===== src/rtl/data_mem_arbiter.sv =====
// Two-port arbiter in front of the single-port synchronous data_mem.
// Port A (CPU) has priority; port B (debug) gets a forced grant after
// MAX_WAIT consecutive denials. Ports:
//   clk, reset          : clock, synchronous active-high reset
//   a_* / b_*           : req/we/addr/wdata in, gnt/rvalid/rdata out
//   mem_write/addr/wdata: to data_mem; mem_rdata from data_mem
module data_mem_arbiter #(
  parameter int RAM_WIDTH     = 32,
  parameter int RAM_ADDR_BITS = 5,
  parameter int MAX_WAIT      = 4
) (
  input  logic                     clk,
  input  logic                     reset,
  input  logic                     a_req,
  input  logic                     a_we,
  input  logic [RAM_ADDR_BITS-1:0] a_addr,
  input  logic [RAM_WIDTH-1:0]     a_wdata,
  output logic                     a_gnt,
  output logic                     a_rvalid,
  output logic [RAM_WIDTH-1:0]     a_rdata,
  input  logic                     b_req,
  input  logic                     b_we,
  input  logic [RAM_ADDR_BITS-1:0] b_addr,
  input  logic [RAM_WIDTH-1:0]     b_wdata,
  output logic                     b_gnt,
  output logic                     b_rvalid,
  output logic [RAM_WIDTH-1:0]     b_rdata,
  output logic                     mem_write,
  output logic [RAM_ADDR_BITS-1:0] mem_addr,
  output logic [RAM_WIDTH-1:0]     mem_wdata,
  input  logic [RAM_WIDTH-1:0]     mem_rdata
);

  typedef enum logic {
    NORMAL  = 1'b0,
    FORCE_B = 1'b1
  } state_t;

  localparam logic [3:0] WAIT_LAST = 4'(MAX_WAIT - 1);

  state_t               state_q, state_d;
  logic [3:0]           wait_q, wait_d;
  logic                 a_rv_q, a_rv_d;
  logic                 b_rv_q, b_rv_d;
  logic [RAM_WIDTH-1:0] a_hold_q, b_hold_q;

  always_comb begin
    a_gnt   = 1'b0;
    b_gnt   = 1'b0;
    state_d = state_q;
    wait_d  = wait_q;
    unique case (state_q)
      NORMAL: begin
        if (a_req) begin
          a_gnt = 1'b1;
        end else if (b_req) begin
          b_gnt = 1'b1;
        end
        if (b_req && !b_gnt) begin
          // Counter holds at its last value; the forced grant clears it.
          if (wait_q >= WAIT_LAST) begin
            state_d = FORCE_B;
          end else begin
            wait_d = wait_q + 4'd1;
          end
        end else begin
          wait_d = 4'd0;
        end
      end
      FORCE_B: begin
        // A dropped b_req here just returns to NORMAL ungranted.
        b_gnt   = b_req;
        state_d = NORMAL;
        wait_d  = 4'd0;
      end
      default: begin
        state_d = NORMAL;
        wait_d  = 4'd0;
      end
    endcase
  end

  always_comb begin
    mem_write = 1'b0;
    mem_addr  = '0;
    mem_wdata = '0;
    unique case (1'b1)
      a_gnt: begin
        mem_write = a_we;
        mem_addr  = a_addr;
        mem_wdata = a_wdata;
      end
      b_gnt: begin
        mem_write = b_we;
        mem_addr  = b_addr;
        mem_wdata = b_wdata;
      end
      default: ;
    endcase
  end

  // One flag per port doubles as the read-owner tag.
  assign a_rv_d = a_gnt & ~a_we;
  assign b_rv_d = b_gnt & ~b_we;

  always_ff @(posedge clk) begin
    if (reset) begin
      state_q  <= NORMAL;
      wait_q   <= 4'd0;
      a_rv_q   <= 1'b0;
      b_rv_q   <= 1'b0;
      a_hold_q <= '0;
      b_hold_q <= '0;
    end else begin
      state_q <= state_d;
      wait_q  <= wait_d;
      a_rv_q  <= a_rv_d;
      b_rv_q  <= b_rv_d;
      if (a_rv_q) a_hold_q <= mem_rdata;
      if (b_rv_q) b_hold_q <= mem_rdata;
    end
  end

  assign a_rvalid = a_rv_q;
  assign b_rvalid = b_rv_q;
  assign a_rdata  = a_rv_q ? mem_rdata : a_hold_q;
  assign b_rdata  = b_rv_q ? mem_rdata : b_hold_q;

endmodule


===== config.mk =====
export PLATFORM = sky130hd
export DESIGN_NAME = data_mem_arbiter
export DESIGN_NICKNAME = d
export VERILOG_FILES = /design/src/rtl/data_mem_arbiter.sv
export SDC_FILE = /design/constraint.sdc
export NUM_CORES = 1
export LEC_CHECK = 0
export CORE_MARGIN = 1.5
export CORE_UTILIZATION = 34
export CTS_CLUSTER_DIAMETER = 50
export DETAILED_ROUTE_END_ITERATION = 10
export PLACE_DENSITY = 0.75
export SLEW_MARGIN = 40
export SYNTH_ARGS = -nofsm -noshare
export SYNTH_HDL_FRONTEND = slang
export SYNTH_SLANG_ARGS = --single-unit

===== constraint.sdc =====
create_clock -name clk -period 1.2 [get_ports clk]
set_input_delay 0.24 -clock clk [delete_from_list [all_inputs] [get_ports clk]]
set_output_delay 0.24 -clock clk [all_outputs]
set_load 0.005 [all_outputs]

# Yosys cells after proc, flatten, opt, wreduce, memory -nomap -nowiden
# Cells that the tools add are included.
dict set report classes {
  n_addsub 1
  magnitude_cmp 1
  eq_ne 1
  mux 17
  bitwise 5
  reduce_logical 2
}
# op n
set ops {}
lappend ops {{$mux W32} 2}
lappend ops {{$pmux W32 S2} 1}
lappend ops {{$pmux W5 S2} 1}
lappend ops {{$mux W4} 2}
lappend ops {{$pmux W4 S2} 1}
lappend ops {{$mux W1} 7}
lappend ops {{$pmux W1 S2} 3}
lappend ops {{$add A4 B1 Y4 const B} 1}
lappend ops {{$ge A4 B2 Y1 const B} 1}
lappend ops {{$ne A3 B3 Y1 const B} 1}
lappend ops {{$not A1 Y1} 3}
lappend ops {{$and A1 B1 Y1} 2}
lappend ops {{$logic_and A1 B1 Y1} 1}
lappend ops {{$logic_not A1 Y1} 1}
dict set report totals {
  ff_bits 71
  input_bits 112
  output_inout_bits 106
  elab_cells 33
}

# Depth between registers and ports, before layout
# Gate-level depths: netlist of the first run.
dict set report logic_depth {
  ltp_word 7
  ltp_mapped 4
  ltp_nobuf 3
}

# Least setup slack after synthesis of the first run
# OpenSTA, ideal clock, no wires.
dict set report synth_timing {
  path_kind {register -> register}
  start {register a_rv_q, in the netlist a_rvalid}
  end {register a_hold_q[17]}
  setup_time_ps 128
  t_arrival_ps 1052
  t_required_ps 1072
  slack_ps 20
  stages_incl_launch_ff 5
  path_buffers 2
  period_less_slack_ps 1180
  path_cell_list {dfxtp_1 > buf_6 > buf_6 > mux2_4 > nor2b_1}
}
dict set report synth_between {
  elab_chain_len 1
}
# element line
set synth_rtl {}
lappend synth_rtl {{from (decl)} 43} ;# logic a_rv_q, a_rv_d;
lappend synth_rtl {{from (signal assigned)} 117} ;# a_rv_q <= a_rv_d;
lappend synth_rtl {{$mux W32} n/a}
lappend synth_rtl {{net a_rdata[17]} 20} ;# output logic [RAM_WIDTH-1:0] a_rdata,
lappend synth_rtl {{to (signal assigned)} 119} ;# if (a_rv_q) a_hold_q <= mem_rdata;
lappend synth_rtl {{to (decl)} 45} ;# logic [RAM_WIDTH-1:0] a_hold_q, b_hold_q;
# The timed path passes the listed nets, and every way through them passes these cells.
# A chain may end at the register's enable or synchronous reset.

# Worst setup path in the final report of the first run
dict set report layout_timing {
  start {register b_rv_q, in the netlist b_rvalid}
  end {output port b_rdata[24]}
}
dict set report layout_between {
  elab_chain_len 1
}
# element line
set layout_rtl {}
lappend layout_rtl {{from (decl)} 44} ;# logic b_rv_q, b_rv_d;
lappend layout_rtl {{from (signal assigned)} 118} ;# b_rv_q <= b_rv_d;
lappend layout_rtl {{$mux W32} n/a}
lappend layout_rtl {{to (decl)} 27} ;# output logic [RAM_WIDTH-1:0] b_rdata,
# Every way passes these cells.

==> flow_summary.json, run 1 <==
{
  "drv_slew": 0,
  "p_per_area_nw_per_um2": 778,
  "numClockSinks": 71,
  "post-place-ws_ps": -944,
  "p_switching_mw": 1.46,
  "yosysMostFrequentCell": "dfxtp_1",
  "max_clock_freq_ghz": 0.584,
  "rows": 37,
  "p_int_mw": 4.30,
  "slowest_delay_ps": 450,
  "p_leak_nw": 3.15,
  "synth_seq_cells": 71,
  "synthToLayoutAreaGrowth_pct": 100,
  "hp-class": "input port to flip-flop",
  "pwr-share-seq_pct": 42.4,
  "grt_antenna_before_repair": 0,
  "path_cells": "buf_8 > buf_6 > mux2_4 > buf_6",
  "hold_buffers": 0,
  "yosysTopAreaCellShare_pct": 38.5,
  "n_antenna_cell": 0,
  "maxCapViolations": 0,
  "die_h_um": 107,
  "drive_gt1_share_pct": 49.9,
  "netlist_instances": 362,
  "peakVddDrop_v": 0.000414,
  "hpwl_mm": 8.58,
  "synth_seq_area_share_pct": 38.5,
  "cts_tree": "yes",
  "period_minus_slack_ps": 1710,
  "synth_area_leaders": "dfxtp_1 38%, mux2_4 24%, nor2b_1 11%, nand3b_1 7.7%, o21ai_0 5.2%",
  "worstPathMaxFanout": 6,
  "grt_pass1_vias": 3975,
  "rsz0062_at_grt": "true",
  "status": "finished with violations",
  "routed-via-count": 3753,
  "synthesis.area_um2": 3690,
  "port_buffers": 217,
  "grt_max_degree": 47,
  "cp-end-kind": "primary output",
  "cpMostUsedCell": "buf_6",
  "clk_pin_slew_ps": 70,
  "clock_tree.root_cell": "clkbuf_8",
  "cts-htree-levels": 3,
  "switching_share_pct": 25.3,
  "core_area_um2": 10400,
  "grtUsageTotal_pct": 22.7,
  "worst-path-buf-inv": 3,
  "cp-start-kind": "flip-flop",
  "ys.flop_type": "dfxtp_1",
  "numCtsBuffers": 9,
  "tightest_slew_ps": 375,
  "synth.avg_cell_area_um2": 10.2,
  "critical-path-top-delay-family": "flip-flops",
  "nNetsFinal": 753,
  "crit_arrival_ps": 1470,
  "utilization_pct": 71.0,
  "start_util_pct": 35.4,
  "final_hold_viol_count": 0,
  "synthTopCellsByCount": "71 x dfxtp_1, 65 x nor2b_1, 60 x mux2_4",
  "min_period_over_period_pct": 143,
  "yosysWarnings": 0,
  "holdWs_ps": 232,
  "io-pin-count": 218,
  "critPathRequiredTime_ps": 960,
  "critical_path_class": "flip-flop to primary output",
  "fin_skew_ps": 7.77,
  "dr.pass1.iters": 4,
  "slew_headroom_pct": 75.0,
  "cp_slowest_cell": "dfxtp_4",
  "p_clk_share_pct": 28.6,
  "grt_pass1_wl_mm": 20.2,
  "yosysTopAreaCell": "dfxtp_1",
  "routed_wl_mm": 13.9,
  "gp_congestion": 0.886,
  "drt_iter0_drc": 95,
  "combPwrFrac_pct": 28.9,
  "wl_per_cell_um": 17.8,
  "drcViolationCount": 0,
  "synth_edf_count": 0,
  "dieArea_um2": 11500,
  "grt_remaining_overflow": 0,
  "avgViaCountPerCell": 4.81,
  "setup_ws_ps": -513,
  "violations": "negative setup slack",
  "insertion_delay_ps": 340,
  "cts_max_path_buffers": 2,
  "async_reset_ff_share_pct": 0,
  "ant_nets": 0,
  "yosysUniqueCellTypes": 23,
  "die_w_um": 107,
  "setup_violations": 150,
  "synth_nets": 475
}
## what timing repair did
item	4_1_cts	5_1_grt
gates resized for setup	532	154
gates cloned	8	7
pin swaps	11	5
setup endpoints to repair	115	168
buffers inserted	43	17
## per-stage QoR
| step | std cells | power (mW) | setup TNS (ps) | cell area (µm²) |
|---|---|---|---|---|
| after floorplan | 362 | 2.97 | 0 | 3690 |
| after global placement | 701 | 3.84 | -59480 | 6040 |
| after detailed placement | 701 | 3.86 | -62120 | 6040 |
| after CTS | 767 | 5.72 | -57510 | 7050 |
| after global routing | 781 | 6.02 | -55310 | 7400 |
| final | 781 | 5.75 | -48680 | 7400 |
## placed cells by master, fill, tap and decap left out, types with 2 or more instances in the layout
| cell type | netlist | layout |
|---|---|---|
| clkinv_2 | 0 | 2 |
| dfxtp_2 | 0 | 2 |
| buf_4 | 0 | 7 |
| a21oi_2 | 0 | 2 |
| o21ai_2 | 0 | 14 |
| o21ai_1 | 0 | 24 |
| nor2b_1 | 65 | 34 |
| clkdlybuf4s50_1 | 0 | 108 |
| buf_8 | 0 | 7 |
| buf_6 | 8 | 113 |
| clkbuf_1 | 14 | 3 |
| dlygate4sd2_1 | 0 | 2 |
| nor2_1 | 3 | 3 |
| buf_12 | 0 | 14 |
| dfxtp_1 | 71 | 66 |
| dfxtp_4 | 0 | 3 |
| mux2_4 | 60 | 64 |
| inv_1 | 2 | 2 |
| o31ai_1 | 2 | 2 |
| nor2b_4 | 0 | 32 |
| buf_2 | 7 | 39 |
| nand3b_1 | 38 | 38 |
| clkbuf_8 | 0 | 10 |
| nand2_1 | 38 | 38 |
| clkbuf_16 | 0 | 6 |
## metal layers
metal	vias up	global-route usage, %	wire length (µm)
li1	1779	-	-
met1	1769	23.0	4900
met4	0	9.43	473
met2	173	43.1	7440
met5	-	0	0
met3	32	6.50	1060
## power by group through the flow
stage               clock, mW  combinational, mW  sequential (mW)
floorplan                   0              0.484             2.49
global placement            0               1.34             2.49
detailed placement          0               1.36             2.49
CTS                      1.71               1.57             2.44
global route             1.81               1.77             2.45
finish                   1.65               1.67             2.44
## final cells by class
class                           count  area, µm²
Fill cell                         793       3020
Multi-Input combinational cell    258       2430
Inverter                            2       7.51
Clock inverter                      3       18.8
Timing Repair Buffer              298       3190
Sequential cell                    71       1440
Tap cell                          136        170
Clock buffer                       13        149
## logic make-up after synthesis
kind of cell,count (synthesis),share of synthesized area (%)
adder cells (fa/ha/maj),1,0.339
AND/OR/NAND/NOR,151,24.5
flip-flops,71,38.5
buffers and inverters,33,5.22
AO/OA/AOI/OAI,42,5.83
multiplexers,64,25.6
## flip-flops by register name (all words and copies together) (netlist names)
| register | count |
|---|---|
| a_hold_q | 32 |
| a_rvalid | 1 |
| b_hold_q | 32 |
| b_rvalid | 1 |
| state_q | 1 |
| wait_q | 4 |
## path summary, 6_finish.rpt
kind	start	end	slack (ps)	cells past startpoint
setup / recovery	b_rvalid$_SDFF_PP0_	b_rdata[24]	-510	4
hold / removal	reset	a_hold_q[21]$_SDFF_PP0_	230	2
setup reg to reg	b_rvalid$_SDFF_PP0_	b_hold_q[4]$_SDFF_PP0_	-260	5
hold reg to reg	wait_q[3]$_SDFFE_PP0P_	wait_q[3]$_SDFFE_PP0P_	500	2
Power figures use the tool's default switching activity.
==> run 2: changes to the inputs <==
--- a/config.mk
+++ b/config.mk
@@ -5,11 +5,11 @@
 export SDC_FILE = /design/constraint.sdc
 export NUM_CORES = 1
 export LEC_CHECK = 0
-export CORE_MARGIN = 1.5
 export CORE_UTILIZATION = 34
 export CTS_CLUSTER_DIAMETER = 50
+export CTS_CLUSTER_SIZE = 30
 export DETAILED_ROUTE_END_ITERATION = 10
-export PLACE_DENSITY = 0.75
+export PLACE_DENSITY_LB_ADDON = 0.2
 export SLEW_MARGIN = 40
 export SYNTH_ARGS = -nofsm -noshare
 export SYNTH_HDL_FRONTEND = slang
==> run 2 against run 1 <==
  * The run still ends with negative setup slack left
  * Via count increased by 0.35%
  * Global-route usage up 0.90 points
  * Hold slack got worse by 25 ps
  * Clock power is 36% higher
  * Clock-buffer cell count fell by 1
  * Sequential cell count unchanged
  * Critical path depth rose by 2
==> flow_summary.json, run 2 (synthesis results as in run 1) <==
{
  "gp_congestion": 0.854,
  "dieArea_um2": 11300,
  "grt_remaining_overflow": 0,
  "cp-start-kind": "flip-flop",
  "max_clock_freq_ghz": 0.567,
  "avgViaCountPerCell": 4.79,
  "synthToLayoutAreaGrowth_pct": 103,
  "hold_path_end": "a_rvalid$_SDFF_PP0_",
  "final_hold_viol_count": 0,
  "post-place-ws_ps": -908,
  "cp-end-kind": "primary output",
  "hp-class": "input port to flip-flop",
  "min_period_over_period_pct": 147,
  "critPathRequiredTime_ps": 960,
  "min_from": "reset",
  "peakVddDrop_v": 0.000471,
  "combPwrFrac_pct": 26.7,
  "rsz0062_at_grt": "true",
  "p_clk_share_pct": 35.2,
  "slew_headroom_pct": 74.9,
  "reg.largest.list": "a_hold_q: 32 flops, b_hold_q: 32 flops, wait_q: 4 flops",
  "switching_share_pct": 23.9,
  "p_int_mw": 4.86,
  "seq_area_um2": 1430,
  "finalNonFillerCells": 786,
  "p_switching_mw": 1.52,
  "wl_per_cell_um": 17.2,
  "r2r-start": "b_rvalid$_SDFF_PP0_",
  "multi_input_area_um2": 2430,
  "tightest_slew_ps": 377,
  "status": "finished with violations",
  "dr.pass1.iters": 4,
  "setup_violations": 149,
  "io-pin-count": 218,
  "start_util_pct": 35.4,
  "cts_tree": "yes",
  "holdWs_ps": 207,
  "port_buffers": 217,
  "final_cell_mix": "114 x buf_6, 108 x clkdlybuf4s50_1, 68 x dfxtp_1",
  "grtUsageTotal_pct": 23.6,
  "violations": "negative setup slack",
  "r2r_end": "b_hold_q[5]$_SDFF_PP0_",
  "worstPathMaxFanout": 6,
  "grt_pass1_wl_mm": 20.4,
  "die_h_um": 106,
  "grt_antenna_before_repair": 0,
  "tns_ps": -49290,
  "setup_ws_ps": -564,
  "drv_slew": 0,
  "n_antenna_cell": 0,
  "r2r_slack_ps": -250,
  "post_dp_cell_area_um2": 6090,
  "drive_gt1_share_pct": 51.1,
  "numCtsBuffers": 9,
  "period_minus_slack_ps": 1760,
  "utilization_pct": 71.9,
  "hpwl_mm": 8.60,
  "layout_commonest_cell": "buf_6",
  "final.fill_count": 743,
  "ant_nets": 0,
  "numClockSinks": 71,
  "p_leak_nw": 3.22,
  "crit_arrival_ps": 1520,
  "clock_tree.root_cell": "clkbuf_8",
  "die_w_um": 106,
  "fin_skew_ps": 6.62,
  "pwr-share-seq_pct": 38.2,
  "cts_max_path_buffers": 2,
  "nNetsFinal": 758,
  "clk_pin_slew_ps": 70,
  "insertion_delay_ps": 350,
  "routed-via-count": 3766,
  "critical_path_class": "flip-flop to primary output",
  "maxCapViolations": 0,
  "p_per_area_nw_per_um2": 852,
  "dp_cells": 707,
  "drcViolationCount": 0,
  "ff2ff_path_depth": 6,
  "holdPathStages": 2,
  "grt_pass1_vias": 4112,
  "grt_max_degree": 41,
  "core_area_um2": 10400,
  "routed_wl_mm": 13.5,
  "rows": 37,
  "finalPower_mw": 6.38,
  "cts-htree-levels": 3,
  "drt_iter0_drc": 88,
  "finish.instance_area_um2": 7490
}
-- run 2: cell count changes in the layout (fill, tap and decap cells not counted), moves of 3 or more --
cell / delta
o21ai_1: -10
clkbuf_1: -3
buf_8: +6
buf_4: +4
o21ai_2: +10
nor2b_1: +5
clkbuf_16: -6
buf_16: +6
buf_12: -7
nor2b_4: -5
-- run 2: worst max path at each step --
| stage | slack (ps) | cells past startpoint | endpoint | startpoint |
|---|---|---|---|---|
| floorplan | 20 | 4 | a_hold_q[17]$_SDFF_PP0_ | a_rvalid$_SDFF_PP0_ |
| CTS | -610 | 5 | a_rdata[15] | a_rvalid$_SDFF_PP0_ |
| finish | -560 | 6 | mem_wdata[21] | state_q$_SDFF_PP0_ |
| global placement | -880 | 5 | mem_write | a_req |
| global route | -650 | 6 | mem_wdata[21] | state_q$_SDFF_PP0_ |
| detailed placement | -910 | 6 | mem_wdata[26] | b_req |
-- run 2: power by group through the flow --
stage / clock network, mW / logic (mW) / registers, mW
final: 2.24 / 1.70 / 2.44
after detailed placement: 0 / 1.38 / 2.49
after global placement: 0 / 1.37 / 2.49
after CTS: 2.31 / 1.62 / 2.44
after floorplan: 0 / 0.484 / 2.49
after global routing: 2.41 / 1.80 / 2.44
-- run 2: area by class of cell --
cell class,instances,area share (%)
Clock buffer,12,2.21
Clock inverter,4,1.02
Sequential cell,71,19.1
Timing Repair Buffer,303,42.8
Tap cell,136,2.27
Inverter,2,0.100
Multi-Input combinational cell,258,32.5
-- run 2: worst max-delay path: stages, from the launching register on --
cell and delay [ps]:
dfxtp_4 370, buf_6 140, buf_6 130, buf_16 130, nand3b_1 160, o21ai_1 100, buf_2 150
-- run 2: layer usage --
metal / global-route usage, % / up-vias / routed length (µm)
met2: 43.7 / 174 / 7250
met5: 0 / - / 0
li1: - / 1790 / -
met4: 13.0 / 0 / 583
met1: 23.4 / 1765 / 4760
met3: 7.05 / 37 / 940
-- run 2: timing repair --
| item | 4_1_cts | 5_1_grt |
|---|---|---|
| resized for setup | 634 | 73 |
| pin swaps | 20 | 9 |
| hold buffers | 0 | 0 |
| cloned | 11 | 0 |
| setup endpoints to repair | 110 | 168 |
| buffers inserted | 52 | 14 |
==> run 3: changes to the inputs <==
--- a/config.mk
+++ b/config.mk
@@ -5,7 +5,8 @@
 export SDC_FILE = /design/constraint.sdc
 export NUM_CORES = 1
 export LEC_CHECK = 0
-export CORE_UTILIZATION = 34
+export ABC_AREA = 0
+export CORE_UTILIZATION = 41
 export CTS_CLUSTER_DIAMETER = 50
 export CTS_CLUSTER_SIZE = 30
 export DETAILED_ROUTE_END_ITERATION = 10
==> constraint.sdc (replaced) <==
create_clock -name clk -period 2.3 [get_ports clk]
set_input_delay 0.46 -clock clk [delete_from_list [all_inputs] [get_ports clk]]
set_output_delay 0.46 -clock clk [all_outputs]
set_load 0.005 [all_outputs]
==> run 3 against run 2 <==
  * Sequential power is 48% lower
  * Sequential cell count stayed put
  * The flow now finishes without violations
  * Largest power group unchanged
  * Critical path depth is 1 lower
  * Die area is 17% lower
  * Hold slack better by 280 ps
  * Largest cell class unchanged
  * Clock-buffer cell count is 1 lower
  * Utilization hardly changed
  * Highest routed layer unchanged
  * Setup slack better by 600 ps
  * Clock power is 50% lower
  * Register-to-register slack better by 1300 ps
==> flow_summary.json, run 3 (synthesis results as in run 1) <==
{
  "synthToLayoutAreaGrowth_pct": 69.7,
  "p_int_mw": 2.40,
  "p_per_area_nw_per_um2": 496,
  "numCtsBuffers": 9,
  "core_area_um2": 8720,
  "ff2ff_path_depth": 3,
  "insertion_delay_ps": 340,
  "path_cells": "dlygate4sd2_1 > nor2b_2 > buf_6 > o21ai_2 > clkdlybuf4s50_1",
  "clock_tree.root_cell": "clkbuf_8",
  "routed-via-count": 3391,
  "drive_gt1_share_pct": 18.6,
  "clk_pin_slew_ps": 70,
  "maxCapViolations": 0,
  "final_hold_viol_count": 0,
  "critical-path-top-delay-family": "buffers and inverters",
  "grt_max_degree": 34,
  "utilization_pct": 71.9,
  "routed_wl_mm": 10.8,
  "grt_antenna_before_repair": 0,
  "grt_remaining_overflow": 0,
  "post_dp_cell_area_um2": 5960,
  "combPwrFrac_pct": 22.7,
  "hold_buffers": 0,
  "p_clk_share_pct": 36.4,
  "hold_path_end": "wait_q[2]$_SDFFE_PP0P_",
  "post_cts_buffers": 0,
  "period_minus_slack_ps": 2260,
  "p_leak_nw": 2.57,
  "final.fill_count": 652,
  "max_clock_freq_ghz": 0.442,
  "start_util_pct": 42.3,
  "pwr-share-seq_pct": 41.0,
  "setup_violations": 0,
  "tns_ps": 0,
  "rsz0062_at_grt": "true",
  "r2r_slack_ps": 1040,
  "drcViolationCount": 0,
  "n_antenna_cell": 0,
  "r2r_end": "b_hold_q[0]$_SDFF_PP0_",
  "die_w_um": 96.9,
  "status": "complete, no violations",
  "reg.largest.list": "a_hold_q: 32 flops, b_hold_q: 32 flops, wait_q: 4 flops",
  "r2r-start": "b_rvalid$_SDFF_PP0_",
  "worst-path-buf-inv": 3,
  "p_switching_uw": 703,
  "fin_skew_ps": 7.65,
  "cp-end-kind": "primary output",
  "cts_max_path_buffers": 2,
  "gp_congestion": 0.887,
  "grtUsageTotal_pct": 22.5,
  "final_cell_mix": "196 x clkdlybuf4s50_1, 68 x dfxtp_1, 65 x nor2b_1",
  "finalPower_mw": 3.10,
  "slew_headroom_pct": 65.0,
  "grt_pass1_wl_mm": 17.0,
  "avgViaCountPerCell": 4.92,
  "dr.pass1.iters": 4,
  "slowest_delay_ps": 520,
  "port_buffers": 217,
  "post-place-ws_ps": -283,
  "cp_slowest_cell": "clkdlybuf4s50_1",
  "cts_tree": "yes",
  "min_from": "wait_q[2]$_SDFFE_PP0P_",
  "cp-start-kind": "input port",
  "drt_iter0_drc": 66,
  "finish.instance_area_um2": 6270,
  "critical_path_class": "input port to primary output",
  "wl_per_cell_um": 15.6,
  "switching_share_pct": 22.6,
  "numClockSinks": 71,
  "die_h_um": 96.9,
  "layout_commonest_cell": "clkdlybuf4s50_1",
  "critPathRequiredTime_ps": 1840,
  "min_period_over_period_pct": 98.3,
  "hpwl_mm": 7.75,
  "drv_slew": 0,
  "cts-htree-levels": 3,
  "nNetsFinal": 689,
  "crit_arrival_ps": 1800,
  "setup_ws_ps": 39.7,
  "tightest_slew_ps": 525,
  "rows": 34,
  "dieArea_um2": 9390,
  "ant_nets": 0,
  "peakVddDrop_v": 0.000275,
  "io-pin-count": 218,
  "worstPathMaxFanout": 20,
  "grt_pass1_vias": 3459,
  "holdPathStages": 2,
  "hp-class": "flip-flop to flip-flop"
}
run 3: changes by cell type in the layout (fill, tap and decap cells not counted), sizes merged:
cell,previous run,this run
buf,192,17
clkdlybuf4s50,108,196
dlygate4sd2,2,12
dlymetal6s2s,0,8
bufbuf,1,0
clkinv,1,2
clkinvlp,1,0
inv,2,3
run 3: power by group through the flow:
stage                     clock network, mW  logic (mW)  registers [mW]
after floorplan                           0       0.252            1.30
after global placement                    0       0.690            1.30
after detailed placement                  0       0.701            1.30
after CTS                              1.15       0.702            1.27
after global routing                   1.21       0.752            1.28
final                                  1.13       0.704            1.27
run 3: cell type report:
type	instances	area, µm²	area share, %
multi-input cells	258	2100	33.5
clock buffers	11	151	2.42
well taps	108	135	2.16
clock inverters	5	78.8	1.26
repair buffers	234	2370	37.8
inverters	2	7.51	0.120
flip-flops and latches	71	1430	22.7
run 3: layer usage:
layer | routed length (µm) | up-vias | track usage [%]
met5 | 0 | - | 0
met4 | 161 | 0 | 7.12
li1 | - | 1650 | -
met3 | 829 | 11 | 7.80
met2 | 5660 | 129 | 41.2
met1 | 4110 | 1601 | 24.0
run 3: worst register-to-register path: stages (launching register included):
cell,delay (ps)
dfxtp_2,340
buf_12,260
mux2_2,410
nor2b_1,130
run 3: worst max path at each step:
stage / start / endpoint / slack [ps] / depth (start not counted)
floorplan: a_req / mem_addr[1] / 790 / 3
global placement: a_req / mem_addr[4] / -280 / 5
detailed placement: a_req / mem_addr[4] / -280 / 5
CTS: a_req / mem_wdata[1] / 20 / 5
global route: a_req / mem_wdata[13] / -30 / 5
finish: a_req / mem_wdata[1] / 40 / 5
run 3: what timing repair did:
item	4_1_cts	5_1_grt
hold endpoints to repair	0	0
setup endpoints to repair	40	21
gates resized for setup	30	20
cloned	1	1
run 3: stage by stage:
step	hold slack, ps	cells
after floorplan	450	362
after global placement	457	671
after detailed placement	475	671
after CTS	484	688
after global routing	520	689
final	484	689
